[src/rtl/fnd_scan_driver.sv]
// fnd_scan_driver
// Multiplexed N-digit 7-segment (FND) driver. A packed word of 4-bit digit
// codes is captured once per frame, then one digit at a time is decoded and
// its common is enabled. Each digit is held for CLK_DIV clocks.
//
// Ports:
//   i_clk     system clock
//   i_reset   synchronous, active-high reset
//   i_value   packed digit codes, nibble k = digit k (digit 0 rightmost)
//   i_dp      per-digit decimal point request, 1 = lit
//   i_blank   1 = display dark (live, not captured); scanning keeps running
//   i_lz_sup  1 = suppress leading zeros
//   o_font    segment pattern, active-low, bit7 = dp, bits6..0 = g..a
//   o_com     digit commons, one-hot at the active level (COM_ACTIVE_LOW)
module fnd_scan_driver #(
  parameter int N_DIGIT        = 4,
  parameter int CLK_DIV        = 100000,
  parameter int HEX_EN         = 1,
  parameter int COM_ACTIVE_LOW = 1
) (
  input  logic                   i_clk,
  input  logic                   i_reset,
  input  logic [4*N_DIGIT-1:0]   i_value,
  input  logic [N_DIGIT-1:0]     i_dp,
  input  logic                   i_blank,
  input  logic                   i_lz_sup,
  output logic [7:0]             o_font,
  output logic [N_DIGIT-1:0]     o_com
);

  localparam int CW = $clog2(CLK_DIV);
  localparam int IW = $clog2(N_DIGIT);
  localparam logic [CW-1:0] DIV_LAST = CW'(CLK_DIV - 1);
  localparam logic [IW-1:0] IDX_LAST = IW'(N_DIGIT - 1);
  localparam logic [N_DIGIT-1:0] COM_OFF =
    (COM_ACTIVE_LOW != 0) ? {N_DIGIT{1'b1}} : {N_DIGIT{1'b0}};
  localparam logic [N_DIGIT-1:0] ONE_HOT_0 = {{(N_DIGIT-1){1'b0}}, 1'b1};

  logic [CW-1:0]          prescale_q, prescale_d;
  logic [IW-1:0]          digitIdx_q, digitIdx_d;
  logic [4*N_DIGIT-1:0]   snapValue_q, snapValue_d;
  logic [N_DIGIT-1:0]     snapDp_q, snapDp_d;
  logic                   snapLz_q, snapLz_d;
  logic                   firstCycle_q, firstCycle_d;
  logic [7:0]             font_q, font_d;
  logic [N_DIGIT-1:0]     com_q, com_d;

  logic                   tick;
  logic                   snapLoad;
  logic [3:0]             curCode;
  logic                   suppressed;
  logic [7:0]             glyph;

  // Code-to-glyph table, active-low, dp bit left dark (1). Without hex
  // glyphs, code A is reused as a dp-only pattern and B..F go blank.
  function automatic logic [7:0] decodeGlyph(input logic [3:0] code);
    logic [7:0] seg;
    seg = 8'hff;
    case (code)
      4'h0: seg = 8'hc0;
      4'h1: seg = 8'hf9;
      4'h2: seg = 8'ha4;
      4'h3: seg = 8'hb0;
      4'h4: seg = 8'h99;
      4'h5: seg = 8'h92;
      4'h6: seg = 8'h82;
      4'h7: seg = 8'hf8;
      4'h8: seg = 8'h80;
      4'h9: seg = 8'h90;
      4'ha: seg = (HEX_EN != 0) ? 8'h88 : 8'h7f;
      4'hb: seg = (HEX_EN != 0) ? 8'h83 : 8'hff;
      4'hc: seg = (HEX_EN != 0) ? 8'hc6 : 8'hff;
      4'hd: seg = (HEX_EN != 0) ? 8'ha1 : 8'hff;
      4'he: seg = (HEX_EN != 0) ? 8'h86 : 8'hff;
      default: seg = (HEX_EN != 0) ? 8'h8e : 8'hff;
    endcase
    return seg;
  endfunction

  // Scan timing and frame snapshot. The snapshot is refreshed right after
  // reset and at the last tick of the last digit, so a whole frame always
  // shows one coherent value.
  always_comb begin
    tick         = (prescale_q == DIV_LAST);
    prescale_d   = tick ? '0 : prescale_q + 1'b1;
    digitIdx_d   = digitIdx_q;
    if (tick) begin
      digitIdx_d = (digitIdx_q == IDX_LAST) ? '0 : digitIdx_q + 1'b1;
    end
    snapLoad     = firstCycle_q | (tick & (digitIdx_q == IDX_LAST));
    snapValue_d  = snapLoad ? i_value  : snapValue_q;
    snapDp_d     = snapLoad ? i_dp     : snapDp_q;
    snapLz_d     = snapLoad ? i_lz_sup : snapLz_q;
    firstCycle_d = 1'b0;
  end

  // Glyph for the digit currently indexed. A digit is a leading zero when it
  // and every digit to its left are zero; digit 0 always shows. The dp still
  // lights on a suppressed digit.
  always_comb begin
    curCode    = snapValue_q[{digitIdx_q, 2'b00} +: 4];
    suppressed = snapLz_q && (digitIdx_q != '0) &&
                 ((snapValue_q >> {digitIdx_q, 2'b00}) == '0);
    glyph      = suppressed ? 8'hff : decodeGlyph(curCode);
    font_d     = glyph & {~snapDp_q[digitIdx_q], 7'h7f};
    com_d      = (COM_ACTIVE_LOW != 0) ? ~(ONE_HOT_0 << digitIdx_q)
                                       :  (ONE_HOT_0 << digitIdx_q);
    // The cycle right after reset still shows the idle pattern, and blank
    // darkens the next cycle without disturbing the scan position.
    if (firstCycle_q || i_blank) begin
      font_d = 8'hff;
      com_d  = COM_OFF;
    end
  end

  // State registers; outputs are registered so they trail the index by one.
  always_ff @(posedge i_clk) begin
    if (i_reset) begin
      prescale_q   <= '0;
      digitIdx_q   <= '0;
      snapValue_q  <= '0;
      snapDp_q     <= '0;
      snapLz_q     <= 1'b0;
      firstCycle_q <= 1'b1;
      font_q       <= 8'hff;
      com_q        <= COM_OFF;
    end else begin
      prescale_q   <= prescale_d;
      digitIdx_q   <= digitIdx_d;
      snapValue_q  <= snapValue_d;
      snapDp_q     <= snapDp_d;
      snapLz_q     <= snapLz_d;
      firstCycle_q <= firstCycle_d;
      font_q       <= font_d;
      com_q        <= com_d;
    end
  end

  assign o_font = font_q;
  assign o_com  = com_q;

endmodule

[config.mk]
export PLATFORM = sky130hd
export DESIGN_NAME = fnd_scan_driver
export DESIGN_NICKNAME = d
export VERILOG_FILES = /design/src/rtl/fnd_scan_driver.sv
export SDC_FILE = /design/constraint.sdc
export NUM_CORES = 1
export LEC_CHECK = 0
export BUFFER_PORTS_ARGS = -buffer_cell sky130_fd_sc_hd__clkbuf_2
export CORE_MARGIN = 5
export CORE_UTILIZATION = 51
export CTS_BUF_LIST = sky130_fd_sc_hd__clkbuf_16
export CTS_CLUSTER_SIZE = 25
export DETAILED_ROUTE_END_ITERATION = 7
export GPL_TIMING_DRIVEN = 1
export PLACE_DENSITY_LB_ADDON = 0.3
export SLEW_MARGIN = 10
export SYNTH_ARGS = -nofsm -noshare
export SYNTH_HDL_FRONTEND = slang
export SYNTH_SLANG_ARGS = --single-unit
export TNS_END_PERCENT = 10
[constraint.sdc]
create_clock -name i_clk -period 2.25 [get_ports i_clk]
set_input_delay 0.225 -clock i_clk [delete_from_list [all_inputs] [get_ports i_clk]]
set_output_delay 0.225 -clock i_clk [all_outputs]
set_load 0.05 [all_outputs]
After elaboration in Yosys (flattened, before gate mapping)
Memories as Yosys holds them, arrays and structs flattened.
Index checks and enable logic that the tools add are counted.
- bits in registers: 53
- bits in latches: 0
- RAM bits: 0
- memory bits (read-only): 112
- input port bits: 24
- output and inout port bits: 12
- logic and storage cells: 34
- memories: 1
- add/sub/neg operators: 2
- $mul: 0
- divide/modulo/power cells: 0
- magnitude comparators: 1
- equality and inequality tests: 2
- shift-type cells: 3
- multiplexer cells: 5
- bitwise logic cells: 5
- reduce and logical (&&, ||, !) cells: 7
- memories (name ; depth ; bits a word ; rd ports ; clocked after Yosys merged registers in ; wr ports ; line ; RTL):
    (no name shown) ; 16 ; 7 ; 1 ; 0 ; 0 ; 59 ; case (code)
- operator list (cell ; number):
    17-bit by 1-bit adder with 17-bit output (second input constant) ; 1
    17-bit equality test (second input constant) ; 1
    16-bit zero test ; 1
    16-bit by 5-bit indexed part select with 4-bit output ; 1
    16-bit by 4-bit right shift with 16-bit output ; 1
    8-bit bitwise AND ; 1
    8-bit 2-to-1 mux ; 1
    4-bit NOT ; 1
    2-bit OR reduction ; 2
    1-bit by 2-bit left shift with 4-bit output (first input constant) ; 1
    2-bit by 3-bit < comparator with 1-bit output (second input constant) ; 1
    2-bit by 1-bit adder with 2-bit output (second input constant) ; 1
    1-bit binary-select mux with 2-bit select ; 1
    2-bit equality test (second input constant) ; 1
    1-bit logical AND ; 2
    1-bit 2-to-1 mux ; 2
    2-bit 2-to-1 mux ; 1
    2-bit nonzero test ; 1
    1-bit bitwise AND ; 1
    1-bit logical OR ; 1
    1-bit NOT ; 1
    1-bit OR ; 1

Logic depth before layout (Yosys ltp)
Gate-level depths: netlist of the first run.
- word-level depth: 5
- depth in mapped cells: 8
- gate-level depth less buffers: 7

Least setup slack after synthesis of the first run
OpenSTA, ideal clock, no wires.
- kind: reg2reg
- start: reg digitIdx_q[0]
- end: reg font_q[5] (netlist: o_font[5])
- library setup time: 0.065 ns
- arrival: 2.077 ns
- required time: 2.185 ns
- slack: 0.109 ns
- stages on the path, launching flop included: 8
- buffers on the path: 1
- clock period less this slack: 2.141 ns
- path through: dfxtp_1 > buf_2 > mux4_2 > inv_1 > ha_1 > nand4b_1 > a2111o_1 > nand4_1
- cells in the longest elaborated chain, start to end: 5
- elaborated cells on any way between the ends: 9
- those cells by class: shift (2); mux (1); bitwise (1); reduce/logical (4); memory (1)
- ends and longest elaborated chain (item ; line ; RTL):
    from (decl) ; 40 ; logic [IW-1:0] digitIdx_q, digitIdx_d;
    from (signal assigned) ; 129 ; digitIdx_q <= digitIdx_d;
    branches (longest 3 deep; another with memory 16 x 7 bit) ; -- ;
    8-bit 2-to-1 mux (*) ; 104 ; glyph = suppressed ? 8'hff : decodeGlyph(curCode);
    8-bit bitwise AND (*) ; 105 ; font_d = glyph & {~snapDp_q[digitIdx_q], 7'h7f};
    to (signal assigned) ; 134 ; font_q <= font_d;
    to (decl) ; 45 ; logic [7:0] font_q, font_d;
Mark *: on every way between the ends.
A chain may end at the register's enable or synchronous reset.

Final worst setup path of the first run
Ends and elaborated chain as after synthesis.

==> results of run 1 <==
[kinds of logic after synthesis]
logic type | Yosys count | synth area share (%)
simple gates | 121 | 26.6
flops | 53 | 41.0
mux | 32 | 14.9
buf+inv | 23 | 3.53
compound gates | 21 | 5.03
xor+xnor | 12 | 4.06
fa+ha+maj | 10 | 4.84
[report_power, final]
part	switching [µW]	internal [µW]	total (µW)
combinational	108	94.3	202
sequential	25.3	974	1000
clock	313	401	713
total	446	1470	1920
[worst max-delay path: stages (launching register included)]
cell      delay (ns)
dfxtp_1         0.43
mux4_2          0.59
inv_1           0.13
ha_1            0.23
nand4b_1        0.12
a2111o_1        0.41
nand4_1         0.13
[registers in the layout (all words and copies together), names as in the netlist]
signal        cells
prescale_q       17
snapValue_q      16
o_font            8
o_com             4
snapDp_q          4
digitIdx_q        2
firstCycle_q      1
snapLz_q          1
[area by class of cell]
cell class	instances	area, µm²
fillers	471	2020
clock buffers	5	125
clock inverters	3	11.3
multi-input cells	196	1440
inverters	10	37.5
repair buffers	42	228
flip-flops and latches	53	1060
well taps	70	87.6
[through the flow]
step	cells	total power [µW]	cell area (µm²)	utilization [%]
floorplan	272	1170	2590	-
global placement	371	1220	2850	57.0
detailed placement	371	1220	2850	57.0
CTS	379	1940	2990	59.7
global route	379	2000	2990	59.7
finish	379	1920	2990	59.7
[worst paths after layout]
kind | startpoint | endpoint | slack (ns)
worst min register to register | prescale_q[0]$_SDFF_PP0_ | prescale_q[0]$_SDFF_PP0_ | 0.48
worst max register to register | digitIdx_q[0]$_SDFFE_PP0N_ | o_font[5]$_SDFF_PP1_ | 0.16
worst max-delay path | digitIdx_q[0]$_SDFFE_PP0N_ | o_font[5]$_SDFF_PP1_ | 0.16
worst min-delay path | i_dp[1] | snapDp_q[1]$_SDFFE_PP0P_ | 0.17
[cell usage in the layout, fill, tap and decap left out, drive strengths merged, types with 7 or more instances in the layout]
master   n
xnor2   10
inv     13
nand3   13
a21oi    7
nor2    20
clkbuf  40
nand2b  43
nor3     7
buf      7
mux2i   25
nand2    9
dfxtp   53
ha      10
[per-layer routing]
metal	track usage, %	routed length [µm]	up-vias
li1	-	-	1009
met1	21.7	2420	884
met2	26.0	1990	36
met3	3.66	204	7
met4	6.08	77	0
met5	0	0	-
[repair_timing]
item | in CTS | in global routing
hold buffers | 0 | 0
endpoints found under the hold margin | 0 | 0
setup endpoints to repair | 0 | 7
==> impl_metrics.toml, run 1 <==
[outcome]
status = "finished, final reports clean"

[worst_setup_path]
crit_type = "flip-flop to flip-flop"
start_kind = "flip-flop"
arrival_ns = 2.31
required_ns = 2.48
worst_r2r_path_depth = 6
critical_path.max_fanout = 7
cp-end-kind = "flip-flop"

[worst_hold_path]
hold_path.class = "primary input to flip-flop"
holdPathStages = 3

[clocking]
cts_tree = "done"
clk_pin_slew_ns = 0.06
insertion_delay_ns = 0.29
root_buffer = "clkbuf_16"
cts_made_buffers = 5
postCtsResizedCells = 0
htreeDepth = 2
cts.sinks = 53
post-cts-setup-buffers = 0
clockBufferDepth = 2

[detailed_routing]
wirelength_um = 4690
detail_route.iter0.violations = 101
wl_per_cell_um = 12.4
ant_nets = 0
post-route-drc-count = 0
first_pass_iters = 4
vias = 1936
viasPerCell = 5.11

[flow_run]
cap_violations = 0

[synthesis]
avgSynthCellArea_um2 = 9.51
synth_edf_count = 0
synth-seq-cells = 53
yosysWarnings = 0
synth_top_area_cell = "dfxtp_1"
synth_area_mm2 = 0.00259
synthArstFlopShare_pct = 0
synth_cells = 272
ys_seq_area_share_pct = 41.0
synth_most_common_cell = "dfxtp_1"
synth_flop_cell = "dfxtp_1"
synth_nets = 306
synth_common_cells = "53 x dfxtp_1, 43 x nand2b_1, 25 x mux2i_1, 20 x nor2_1, 13 x nand3_1"
yosysUniqueCellTypes = 41
synth.area.top_cells = "dfxtp_1 41%, nand2b_1 10%, mux2i_1 9.7%, ha_1 4.8%, mux4_2 4.4%"
synth_top_area_share_pct = 41.0

[floorplan]
core-area_mm2 = 0.00501
die-area_mm2 = 0.00660
ios = 36
die-width_um = 81.2
rows = 26
initial_core_util_pct = 51.6
dieHeight_um = 81.2

[sta]
drv_slew = 0
worst_slew_pin_slew_ns = 0.339
setup_violations = 0
rsz0062_at_grt = "no"
slew_headroom_pct = 77.2
hold_violations = 0
clock_skew_ns = 0.00331
fin_ws_ns = 0.164
tns_ns = 0
fin_hold_ws_ns = 0.171
finalCritPeriodShare_pct = 92.7
max_freq_ghz = 0.479
min_period_ns = 2.09

[final_layout]
antenna_cells = 0
drive_above_1_share_pct = 19.4
area_growth_syn_to_layout_pct = 15.6
nets = 342

[power_and_ir_drop]
power_density_mw_per_mm2 = 640
leakage_uw = 0.00116
ir_drop_mv = 0.368

[global_route]
grt_max_degree = 46
antenna_found_initial = 0
grt_first_pass_wirelength_um = 8460
grt-ovfl-total = 0
grt_usage_pct = 16.4
grt_pass1_vias = 1890

[place]
dp_hpwl_um = 3430
finalWeightedCongestion = 0.792
numPortBuffers = 35
pre_cts_ws_ns = 0.110
Note: power is estimated with default switching activity, not from simulation.
==> inputs of run 2 (changes only) <==
CTS_CLUSTER_DIAMETER = 80   (was default)
PLACE_DENSITY = 0.86   (was default)
PLACE_DENSITY_LB_ADDON = default   (was 0.3)
==> run 2 against run 1 <==
  * Combinational power up 3%
  * Clock-buffer cell count did not move
  * Critical path depth is the same
  * Cell count up 0.53%
  * Die area is the same
  * Maximum frequency is 0.34% higher
  * Largest cell class unchanged
  * Largest power group unchanged
  * Non-clock buffer count up 2
  * Worst hold slack got worse by 0.044 ns
  * Critical path type unchanged
==> impl_metrics.toml, run 2 (same netlist as run 1, synthesis figures left out) <==
[outcome]
status = "finished, final reports clean"

[worst_setup_path]
required_ns = 2.48
arrival_ns = 2.30
critical_path.max_fanout = 7
cp-end-kind = "flip-flop"
start_kind = "flip-flop"
crit_type = "flip-flop to flip-flop"

[final_layout]
largest_reg_flops = 17
regArea_mm2 = 0.00106
largest-register = "prescale_q"
layout_common_cells = "52 x dfxtp_1, 43 x nand2b_1, 35 x clkbuf_2, 25 x mux2i_1, 20 x nor2_1"
area_growth_syn_to_layout_pct = 16.5
mostFrequentLayoutCell = "dfxtp_1"
multi_input_area_mm2 = 0.00144
nets = 344
drive_above_1_share_pct = 21.2
antenna_cells = 0
fill_cells = 453

[sta]
slew_headroom_pct = 76.3
drv_slew = 0
clock_skew_ns = 0.00394
fin_hold_ws_ns = 0.127
tns_ns = 0
worst_slew_pin_slew_ns = 0.352
hold_violations = 0
rsz0062_at_grt = "no"
setup_violations = 0
min_period_ns = 2.08
max_freq_ghz = 0.481
finalCritPeriodShare_pct = 92.4

[clocking]
cts.sinks = 53
clk_pin_slew_ns = 0.07
cts_tree = "done"
cts_hold_buffers = 0
post-cts-setup-buffers = 0
cts_made_buffers = 5
root_buffer = "clkbuf_16"
htreeDepth = 2
clockBufferDepth = 2
insertion_delay_ns = 0.29

[detailed_routing]
vias = 1986
ant_nets = 0
wl_per_cell_um = 13.2
post-route-drc-count = 0
detail_route.iter0.violations = 94
viasPerCell = 5.21
wirelength_um = 5040
first_pass_iters = 4

[power_and_ir_drop]
seqPwrFrac_pct = 51.2
switchingPower_uw = 476
clock_power_share_pct = 38.2
p_sw_share_pct = 24.3
p_int_uw = 1480
ir_drop_mv = 0.295
finalPower_uw = 1960
p_comb_share_pct = 10.6
leakage_uw = 0.00116
power_density_mw_per_mm2 = 649

[floorplan]
rows = 26
core-area_mm2 = 0.00501
die-width_um = 81.2
die-area_mm2 = 0.00660
initial_core_util_pct = 51.6
ios = 36
dieHeight_um = 81.2

[global_route]
grt_usage_pct = 16.7
grt-ovfl-total = 0
grt_max_degree = 45
grt_pass1_vias = 1949
antenna_found_initial = 0
grt_first_pass_wirelength_um = 8660

[place]
numPortBuffers = 35
finalWeightedCongestion = 0.893
dp_hpwl_um = 3670

[worst_hold_path]
hold_path.class = "primary input to flip-flop"

[flow_run]
cap_violations = 0
==> run 2: cell types whose count changed in the layout (fill, tap and decap cells not counted), sizes merged <==
cell	change
inv	-3
buf	+2
clkinv	+2
clkinvlp	+1
==> run 2: worst paths after layout <==
path / from / cells after the start / slack [ns] / to
hold reg to reg: prescale_q[0]$_SDFF_PP0_ / 1 / 0.47 / prescale_q[0]$_SDFF_PP0_
hold / removal: i_reset / 1 / 0.13 / firstCycle_q$_DFF_P_
setup reg to reg: digitIdx_q[0]$_SDFFE_PP0N_ / 6 / 0.17 / o_font[3]$_SDFF_PP1_
setup / recovery: digitIdx_q[0]$_SDFFE_PP0N_ / 6 / 0.17 / o_font[3]$_SDFF_PP1_
==> run 2: stage by stage <==
step                setup slack, ns  cells  utilization, %  instance area (µm²)
finish                        0.171    381            60.1                 3010
global route                 0.0437    381            60.1                 3010
CTS                          0.0469    381            60.1                 3010
detailed placement           0.0915    373            57.3                 2870
global placement              0.203    373            57.3                 2870
floorplan                     0.109    272               -                 2590
==> run 2: final cells by class <==
cell class	count	share of cell area, %
inverter	10	1.25
multi-input combinational	196	47.8
clock buffer	5	4.15
tap	70	2.91
sequential	53	35.3
timing repair buffer	44	8.06
clock inverter	3	0.581
==> run 2: worst max-delay path: stages, from the launching register on <==
cell      delay, ns
dfxtp_2        0.39
mux4_2         0.53
inv_1          0.11
ha_1           0.24
nand4b_1       0.13
a2111o_1       0.47
nand3_1        0.13
==> run 2: power groups by stage <==
stage,registers (µW),clock network (µW),logic (µW)
final,1000,746,208
after global routing,1000,804,231
after CTS,1000,762,210
after detailed placement,1020,0,208
after global placement,1020,0,202
after floorplan,1040,0,130
==> run 2: repair_timing <==
| item | 4_1_cts | 5_1_grt |
|---|---|---|
| endpoints found under the hold margin | 0 | 0 |
| endpoints found under the setup margin | 0 | 7 |
| gates resized for setup | 0 | 1 |
==> run 2: metal layers <==
metal	vias to the layer above	GRT usage, %	wire length, µm
met4	0	4.56	44
met3	5	4.66	246
met5	-	0	0
li1	1016	-	-
met2	43	28.2	2450
met1	922	20.9	2300
==> inputs of run 3 (changes only) <==
CELL_PAD_IN_SITES_DETAIL_PLACEMENT = 2   (was default)
CELL_PAD_IN_SITES_GLOBAL_PLACEMENT = 2   (was default)
CORE_UTILIZATION = 32   (was 51)
==> run 3 against run 2 <==
  * Non-clock buffer count down 2
  * Maximum frequency down 3.3%
  * Final area up 0.50%
  * Wire length up 30%
  * Largest power group unchanged
  * Highest routed layer unchanged
==> impl_metrics.toml, run 3 (same netlist as run 1, synthesis figures left out) <==
[outcome]
status = "finished, final reports clean"

[sta]
max_freq_ghz = 0.465
tns_ns = 0
setup_violations = 0
drv_slew = 0
hold_violations = 0
clock_skew_ns = 0.00441
slew_headroom_pct = 55.3
rsz0062_at_grt = "no"
finalCritPeriodShare_pct = 95.6
min_period_ns = 2.15
worst_slew_pin_slew_ns = 0.670

[power_and_ir_drop]
ir_drop_mv = 0.266
power_density_mw_per_mm2 = 641
p_int_uw = 1470
p_sw_share_pct = 24.3
leakage_uw = 0.00115
p_comb_share_pct = 11.0
seqPwrFrac_pct = 51.7
switchingPower_uw = 472
clock_power_share_pct = 37.2

[floorplan]
die-width_um = 99.9
rows = 32
initial_core_util_pct = 33.1
dieHeight_um = 99.9
ios = 36
core-area_mm2 = 0.00781
die-area_mm2 = 0.00998

[clocking]
cts_hold_buffers = 0
clockBufferDepth = 2
insertion_delay_ns = 0.29
cts_made_buffers = 5
cts.sinks = 53
clk_pin_slew_ns = 0.07
cts_tree = "done"
root_buffer = "clkbuf_16"
htreeDepth = 2

[flow_run]
cap_violations = 0

[final_layout]
regArea_mm2 = 0.00106
area_growth_syn_to_layout_pct = 17.1
layout_common_cells = "52 x dfxtp_1, 43 x nand2b_1, 35 x clkbuf_2, 25 x mux2i_1, 20 x nor2_1"
mostFrequentLayoutCell = "dfxtp_1"
fin_area_mm2 = 0.00303
drive_above_1_share_pct = 19.8
largest-register = "prescale_q"
fill_cells = 873
multi_input_area_mm2 = 0.00144
nets = 342
antenna_cells = 0
largest_reg_flops = 17

[worst_setup_path]
start_kind = "flip-flop"
cp-end-kind = "flip-flop"
critical_path.max_fanout = 7
arrival_ns = 2.37
crit_type = "flip-flop to flip-flop"
required_ns = 2.47

[global_route]
grt_pass1_vias = 2260
grt-ovfl-total = 0
grt_first_pass_wirelength_um = 11100
antenna_found_initial = 0
grt_usage_pct = 13.9
grt_max_degree = 48

[detailed_routing]
detail_route.iter0.violations = 38
wl_per_cell_um = 15.9
wirelength_um = 6530
post-route-drc-count = 0
route.met2.wl_um = 3130
vias = 2040
viasPerCell = 4.98
first_pass_iters = 4
route.met3.wl_um = 195
routed.top_layer = "met4"
m1WireLength_um = 3030
ant_nets = 0

[place]
finalWeightedCongestion = 0.786
dp_hpwl_um = 4840
placed_area_mm2 = 0.00289
numPortBuffers = 35

[worst_hold_path]
hold_path.class = "primary input to flip-flop"
run 3: changes by cell type in the layout (fill, tap and decap cells not counted):
cell	before	now
inv_1	10	11
buf_4	9	7
clkinv_2	2	0
clkinvlp_4	1	0
clkinv_1	0	1
run 3: per-stage QoR:
stage / hold WS (ns) / utilization, % / power, µW / setup slack [ns] / std cells
after floorplan: 0.253 / - / 1170 / 0.109 / 272
after global placement: 0.443 / 37.1 / 1230 / 0.180 / 403
after detailed placement: 0.456 / 37.1 / 1240 / 0.0540 / 403
after CTS: 0.174 / 38.8 / 1970 / 0.0343 / 410
after global routing: 0.181 / 38.8 / 2030 / 0.00245 / 410
final: 0.172 / 38.8 / 1940 / 0.100 / 410
run 3: final cells by class:
class,instances,area share (%)
clock inverter,2,0.248
timing repair buffer,42,7.52
tap,102,4.21
clock buffer,5,4.13
inverter,10,1.24
multi-input combinational,196,47.6
sequential,53,35.1
run 3: critical path, stage by stage (launching register included):
cell and delay (ns):
dfxtp_2 0.39, mux4_2 0.60, inv_1 0.15, ha_1 0.24, nand4b_1 0.12, a2111o_1 0.43
nand4_1 0.15
run 3: path summary, 6_finish.rpt:
path,slack (ns),start,cells past startpoint,endpoint
min,0.17,i_dp[0],3,snapDp_q[0]$_SDFFE_PP0P_
max reg2reg,0.1,digitIdx_q[0]$_SDFFE_PP0N_,6,o_font[5]$_SDFF_PP1_
max,0.1,digitIdx_q[0]$_SDFFE_PP0N_,6,o_font[5]$_SDFF_PP1_
min reg2reg,0.46,prescale_q[0]$_SDFF_PP0_,1,prescale_q[0]$_SDFF_PP0_
run 3: repair_timing:
| action | CTS | global route |
|---|---|---|
| pin swaps | 1 | 0 |
| resized for setup | 0 | 1 |
| buffers inserted | 0 | 0 |
| setup endpoints to repair | 2 | 7 |
run 3: routing by layer:
| metal | up-vias | global-route usage (%) |
|---|---|---|
| met5 | - | 0 |
| met2 | 36 | 23.2 |
| li1 | 1010 | - |
| met1 | 978 | 17.2 |
| met4 | 0 | 6.09 |
| met3 | 16 | 2.99 |
run 3: power groups by stage:
stage / registers (µW) / logic, µW / clock network (µW)
2_1_floorplan: 1040 / 130 / 0
3_3_place_gp: 1020 / 206 / 0
3_5_place_dp: 1020 / 216 / 0
4_1_cts: 1000 / 218 / 746
5_1_grt: 1010 / 236 / 782
6_report: 1000 / 214 / 722
